### src/rtl/alu_pkg.sv
// alu_pkg: shared definitions for the ALU built-in self-test.
//   - ALUControl opcodes driven towards Top_ALU
//   - FSM state encoding of the BIST sequencer
//   - index width of the vector table
package alu_pkg;

    localparam logic [2:0] ALU_ADD = 3'b000;
    localparam logic [2:0] ALU_SUB = 3'b001;
    localparam logic [2:0] ALU_AND = 3'b010;
    localparam logic [2:0] ALU_XOR = 3'b011;
    localparam logic [2:0] ALU_SLT = 3'b101;

    // Vector table holds 8 entries, so a 3-bit index covers it.
    localparam int IDX_W = 3;

    typedef enum logic [1:0] {
        S_IDLE  = 2'd0,
        S_APPLY = 2'd1,
        S_CHECK = 2'd2,
        S_DONE  = 2'd3
    } state_t;

endpackage

### src/rtl/alu_vec_rom.sv
// alu_vec_rom: fixed stimulus/response table for the ALU self-test.
// Purely combinational lookup.
//   idx        in   table index
//   a, b       out  operands for the ALU
//   ctrl       out  ALUControl opcode
//   exp_result out  expected ALU result
//   exp_zero   out  expected ALU zero flag
module alu_vec_rom
    import alu_pkg::*;
#(
    parameter int WIDTH = 32
) (
    input  logic [IDX_W-1:0] idx,
    output logic [WIDTH-1:0] a,
    output logic [WIDTH-1:0] b,
    output logic [2:0]       ctrl,
    output logic [WIDTH-1:0] exp_result,
    output logic             exp_zero
);

    always_comb begin
        a          = '0;
        b          = '0;
        ctrl       = ALU_ADD;
        exp_result = '0;
        exp_zero   = 1'b0;
        case (idx)
            3'd0: begin
                a = WIDTH'(32'hABCDEFFA); b = WIDTH'(32'h12345678); ctrl = ALU_ADD;
                exp_result = WIDTH'(32'hBE024672); exp_zero = 1'b0;
            end
            3'd1: begin
                a = WIDTH'(32'hABCDEFFA); b = WIDTH'(32'h12345678); ctrl = ALU_SUB;
                exp_result = WIDTH'(32'h99999982); exp_zero = 1'b0;
            end
            3'd2: begin
                a = WIDTH'(32'hABCDEFFA); b = WIDTH'(32'h12345678); ctrl = ALU_AND;
                exp_result = WIDTH'(32'h02044678); exp_zero = 1'b0;
            end
            3'd3: begin
                a = WIDTH'(32'hABCDEFFA); b = WIDTH'(32'h12345678); ctrl = ALU_XOR;
                exp_result = WIDTH'(32'hB9F9B982); exp_zero = 1'b0;
            end
            3'd4: begin
                // Signed compare: ABCDEFFA is negative, so it is less.
                a = WIDTH'(32'hABCDEFFA); b = WIDTH'(32'h12345678); ctrl = ALU_SLT;
                exp_result = WIDTH'(32'h00000001); exp_zero = 1'b0;
            end
            3'd5: begin
                a = WIDTH'(32'h12345678); b = WIDTH'(32'hABCDEFFA); ctrl = ALU_SLT;
                exp_result = WIDTH'(32'h00000000); exp_zero = 1'b1;
            end
            3'd6: begin
                a = WIDTH'(32'h00000005); b = WIDTH'(32'h00000005); ctrl = ALU_SUB;
                exp_result = WIDTH'(32'h00000000); exp_zero = 1'b1;
            end
            default: begin
                // Carry out of bit 31 is discarded: result wraps to zero.
                a = WIDTH'(32'hFFFFFFFF); b = WIDTH'(32'h00000001); ctrl = ALU_ADD;
                exp_result = WIDTH'(32'h00000000); exp_zero = 1'b1;
            end
        endcase
    end

endmodule

### src/rtl/alu_bist.sv
// alu_bist: built-in self-test sequencer for the 32-bit Top_ALU.
// Drives each table vector onto the ALU, waits SETTLE extra cycles,
// then compares result/zero against the stored expectation.
//   clk, rst         clock, synchronous active-high reset
//   start            run request (honoured in IDLE or DONE)
//   busy, done, pass run status; pass valid while done=1
//   fail_count       saturating mismatch count
//   first_fail_idx   index of first mismatching vector
//   first_fail_vld   a mismatch has been recorded
//   alu_a/b/ctrl     registered stimulus to the ALU
//   alu_result/zero  ALU response
module alu_bist
    import alu_pkg::*;
#(
    parameter int WIDTH   = 32,
    parameter int NUM_VEC = 8,
    parameter int SETTLE  = 1
) (
    input  logic             clk,
    input  logic             rst,
    input  logic             start,
    output logic             busy,
    output logic             done,
    output logic             pass,
    output logic [3:0]       fail_count,
    output logic [2:0]       first_fail_idx,
    output logic             first_fail_vld,
    output logic [WIDTH-1:0] alu_a,
    output logic [WIDTH-1:0] alu_b,
    output logic [2:0]       alu_ctrl,
    input  logic [WIDTH-1:0] alu_result,
    input  logic             alu_zero
);

    state_t             state_reg;
    logic [IDX_W-1:0]   idx_reg;
    logic [3:0]         wait_reg;

    logic [WIDTH-1:0]   rom_a;
    logic [WIDTH-1:0]   rom_b;
    logic [2:0]         rom_ctrl;
    logic [WIDTH-1:0]   rom_exp_result;
    logic               rom_exp_zero;

    logic               mismatch;
    logic               last_vec;
    logic [3:0]         fail_next;

    alu_vec_rom #(
        .WIDTH (WIDTH)
    ) u_rom (
        .idx        (idx_reg),
        .a          (rom_a),
        .b          (rom_b),
        .ctrl       (rom_ctrl),
        .exp_result (rom_exp_result),
        .exp_zero   (rom_exp_zero)
    );

    // The ROM stays indexed by the vector under test through CHECK,
    // so its expectation lines up with the ALU response.
    always_comb begin
        mismatch  = (alu_result != rom_exp_result) || (alu_zero != rom_exp_zero);
        last_vec  = (idx_reg == IDX_W'(NUM_VEC - 1));
        fail_next = fail_count;
        if (mismatch && (fail_count != 4'hF)) begin
            fail_next = fail_count + 4'd1;
        end
    end

    always_ff @(posedge clk) begin
        if (rst) begin
            state_reg      <= S_IDLE;
            idx_reg        <= '0;
            wait_reg       <= '0;
            busy           <= 1'b0;
            done           <= 1'b0;
            pass           <= 1'b0;
            fail_count     <= '0;
            first_fail_idx <= '0;
            first_fail_vld <= 1'b0;
            alu_a          <= '0;
            alu_b          <= '0;
            alu_ctrl       <= '0;
        end else begin
            case (state_reg)
                S_IDLE, S_DONE: begin
                    if (start) begin
                        state_reg      <= S_APPLY;
                        idx_reg        <= '0;
                        wait_reg       <= '0;
                        busy           <= 1'b1;
                        done           <= 1'b0;
                        pass           <= 1'b0;
                        fail_count     <= '0;
                        first_fail_idx <= '0;
                        first_fail_vld <= 1'b0;
                    end
                end
                S_APPLY: begin
                    if (wait_reg == 4'd0) begin
                        alu_a    <= rom_a;
                        alu_b    <= rom_b;
                        alu_ctrl <= rom_ctrl;
                    end
                    // With SETTLE=0 the load and the exit happen in the same cycle.
                    if (wait_reg == 4'(SETTLE)) begin
                        wait_reg  <= '0;
                        state_reg <= S_CHECK;
                    end else begin
                        wait_reg <= wait_reg + 4'd1;
                    end
                end
                S_CHECK: begin
                    fail_count <= fail_next;
                    if (mismatch && !first_fail_vld) begin
                        first_fail_idx <= idx_reg;
                        first_fail_vld <= 1'b1;
                    end
                    if (last_vec) begin
                        state_reg <= S_DONE;
                        busy      <= 1'b0;
                        done      <= 1'b1;
                        pass      <= (fail_next == 4'd0);
                    end else begin
                        idx_reg   <= idx_reg + 1'b1;
                        state_reg <= S_APPLY;
                    end
                end
                default: state_reg <= S_IDLE;
            endcase
        end
    end

endmodule

### config.mk
export PLATFORM = sky130hd
export DESIGN_NAME = alu_bist
export DESIGN_NICKNAME = d
export VERILOG_FILES = /design/src/rtl/alu_pkg.sv /design/src/rtl/alu_vec_rom.sv /design/src/rtl/alu_bist.sv
export SDC_FILE = /design/constraint.sdc
export NUM_CORES = 1
export LEC_CHECK = 0
export ABC_AREA = 1
export ABC_CLOCK_PERIOD_IN_PS = 2320
export CORE_MARGIN = 8
export CORE_UTILIZATION = 41
export DETAILED_ROUTE_END_ITERATION = 10
export PLACE_DENSITY = 0.81
export SKIP_CTS_REPAIR_TIMING = 1
export SLEW_MARGIN = 20
export SYNTH_ARGS = -nofsm -noshare
export SYNTH_HDL_FRONTEND = slang
export SYNTH_SLANG_ARGS = --single-unit
### constraint.sdc
create_clock -name clk -period 2.32 [get_ports clk]
set_clock_uncertainty 0.1 [all_clocks]
set_input_delay 0.696 -clock clk [delete_from_list [all_inputs] [get_ports clk]]
set_output_delay 0.696 -clock clk [all_outputs]
set_load 0.02 [all_outputs]
==> results.sh <==
export IMPL_outcome="finished clean"
export IMPL_setup_violations=0
export IMPL_worst_path_max_fanout=10
export IMPL_cp_arrival_ns=1.46
export IMPL_htree_num_levels=2
export IMPL_crit_chain="clkdlybuf4s50_1"
export IMPL_clk_latency_ns=0.28
export IMPL_overflow=0
export IMPL_drt_total_wl_mm=6.67
export IMPL_drc=0
export IMPL_seq_area_frac_synth_pct=26.9
export IMPL_synth_top_cell_area_share_pct=26.9
export IMPL_hpwl_mm=5.35
export IMPL_hold_viol=0
export IMPL_start_util_pct=42.7
export IMPL_synth_area_top_cells="dfxtp_1 (27%), buf_4 (17%), nand2_1 (16%), nor2_1 (6.3%), inv_1 (6.1%)"
export IMPL_r2r_end="first_fail_idx[0]"
export IMPL_end_kind="output pin"
export IMPL_diodes=0
export IMPL_grt_util_met1_pct=14.5
export IMPL_synth_area_per_cell_um2=6.45
export IMPL_setup_tns_final_ns=0
export IMPL_core_area_um2=5570
export IMPL_drtIter0Drc=74
export IMPL_yosys_cell_types_count=29
export IMPL_grt_max_degree=22
export IMPL_largest_register="alu_a"
export IMPL_max_freq_ghz=0.444
export IMPL_cts_root_buf="clkbuf_8"
export IMPL_drv_cap=0
export IMPL_postSynthCellCount=369
export IMPL_setup_slack_ns=0.0652
export IMPL_ys_ff_latch=32
export IMPL_required_ns=1.52
export IMPL_clkTransAtPathRegs_ns=0.06
export IMPL_busiest_layer="met2"
export IMPL_hold_slack_ns=0.360
export IMPL_design_area_um2=3460
export IMPL_antenna_found_initial=0
export IMPL_slowest_stage="clkdlybuf4s50_1"
export IMPL_cellLeakagePower_nw=1.59
export IMPL_clk_path_buf_depth=2
export IMPL_post_route_min_period_ns=2.25
export IMPL_synth_top_area_cell="dfxtp_1"
export IMPL_grt_pass1_wl_mm=10.2
export IMPL_crit_buf_inv=1
export IMPL_yosysWarnings=0
export IMPL_gp_congestion=0.844
export IMPL_first_pass_iters=4
export IMPL_hold_path_end="done"
export IMPL_critPathKind="reg2out"
export IMPL_finalMaxSlewViolations=0
export IMPL_die_h_um=92.2
export IMPL_met3_usage_pct=4.89
export IMPL_via_per_inst=4.68
export IMPL_drt_antenna_violating_nets=0
export IMPL_largest_reg_flops=5
export IMPL_vdd_ir_drop_worst_mv=0.379
export IMPL_cts_tree="yes"
export IMPL_max_stage_delay_ns=0.70
export IMPL_final_util_pct=62.2
export IMPL_dieArea_um2=8500
export IMPL_timing_rr_start="idx_reg[0]"
export IMPL_layout_commonest_cell="clkdlybuf4s50_1"
export IMPL_portBuffers=110
export IMPL_syn_area_um2=2380
export IMPL_layout_common_cells="clkdlybuf4s50_1 (95), nand2_1 (94), nor2_1 (39), inv_1 (36), dfxtp_1 (28)"
export IMPL_syn_to_final_growth_pct=45.5
export IMPL_grt_use_met2_pct=26.9
export IMPL_track_usage_pct=14.2
export IMPL_worstHoldPathType="reg2reg"
export IMPL_die_x_um=92.2
export IMPL_cpLargestDelayFamily="buffers and inverters"
export IMPL_layout_nets=486
export IMPL_num_vias=2403
export IMPL_grt_pass1_vias=2253
export IMPL_post_route_period_util_pct=97.2
export IMPL_cts_sinks=32
export IMPL_io_pins=114
export IMPL_placed_area_um2=3230
export IMPL_hold_depth=2
export IMPL_drive_gt1_share_pct=13.8
export IMPL_ff2ff_setup_slack_ns=0.16
export IMPL_cts_buffers=5
export IMPL_powerDensity_nw_per_um2=637
export IMPL_post_place_ws_ns=-0.188
export IMPL_wire_per_inst_um=13.0
export IMPL_hold_path_startpoint="done"
export IMPL_cp_start_kind="flop"
export IMPL_worstRegToRegCells=16
export IMPL_fp_row_count=27
## area by class of cell
cell class	count	area, um^2
Clock buffer	6	82.6
Clock inverter	2	10.0
Fill cell	510	2110
Inverter	43	166
Multi-Input combinational cell	237	1240
Sequential cell	32	646
Tap cell	72	90.1
Timing Repair Buffer	121	1220
## power breakdown
part / internal (mW) / switching, mW / total (mW)
combinational: 0.500 / 0.584 / 1.08
clock: 0.236 / 0.205 / 0.441
sequential: 0.609 / 0.0717 / 0.680
## stage by stage
step / cells / power [mW]
2_1_floorplan: 371 / 1.42
3_3_place_gp: 505 / 1.75
3_5_place_dp: 505 / 1.77
4_1_cts: 513 / 2.22
5_1_grt: 513 / 2.34
6_report: 513 / 2.21
## how the worst max path moves through the flow
| stage | startpoint | endpoint | slack (ns) | cells after the start |
|---|---|---|---|---|
| 6_report | alu_b[25] | alu_b[10] | 0.07 | 1 |
| 5_1_grt | idx_reg[1] | first_fail_idx[0] | -0.0005 | 15 |
| 3_5_place_dp | alu_result[26] | pass | -0.19 | 13 |
| 4_1_cts | alu_b[29] | alu_b[23] | -0.07 | 1 |
| 3_3_place_gp | alu_result[26] | pass | -0.13 | 14 |
| 2_1_floorplan | idx_reg[0] | pass | 0.24 | 16 |
## synth_stat cells
cell / number
o21ai_0: 14
buf_2: 1
conb_1: 1
o211ai_1: 1
nand2_2: 3
nand2_1: 101
nand3_1: 14
nand3b_1: 1
a31oi_1: 4
xor2_1: 1
nor3_1: 3
nor2_2: 5
a21oi_1: 25
o21ai_2: 1
nor3b_1: 1
o221ai_1: 1
inv_1: 39
dfxtp_1: 32
nor2_1: 40
or2_0: 2
clkbuf_1: 3
a211oi_1: 1
a21oi_2: 1
ha_1: 10
nand4_1: 1
a21boi_4: 1
nand2_4: 3
buf_4: 55
inv_2: 4
## cell families after synthesis
kind of cell / after synthesis / share of synthesized area (%)
other cells: 1 / 0.157
simple gates: 174 / 30.7
compound gates: 49 / 11.8
flops: 32 / 26.9
xor+xnor: 1 / 0.368
buf+inv: 102 / 24.8
fa+ha+maj: 10 / 5.25
## layer usage
layer / vias up / wire (um) / share of wire, %
met4: 0 / 52 / 0.78
li1: 1238 / - / -
met5: - / 0 / 0
met2: 100 / 3320 / 50
met3: 7 / 631 / 9.5
met1: 1058 / 2670 / 40
Power figures use the tool's default switching activity.
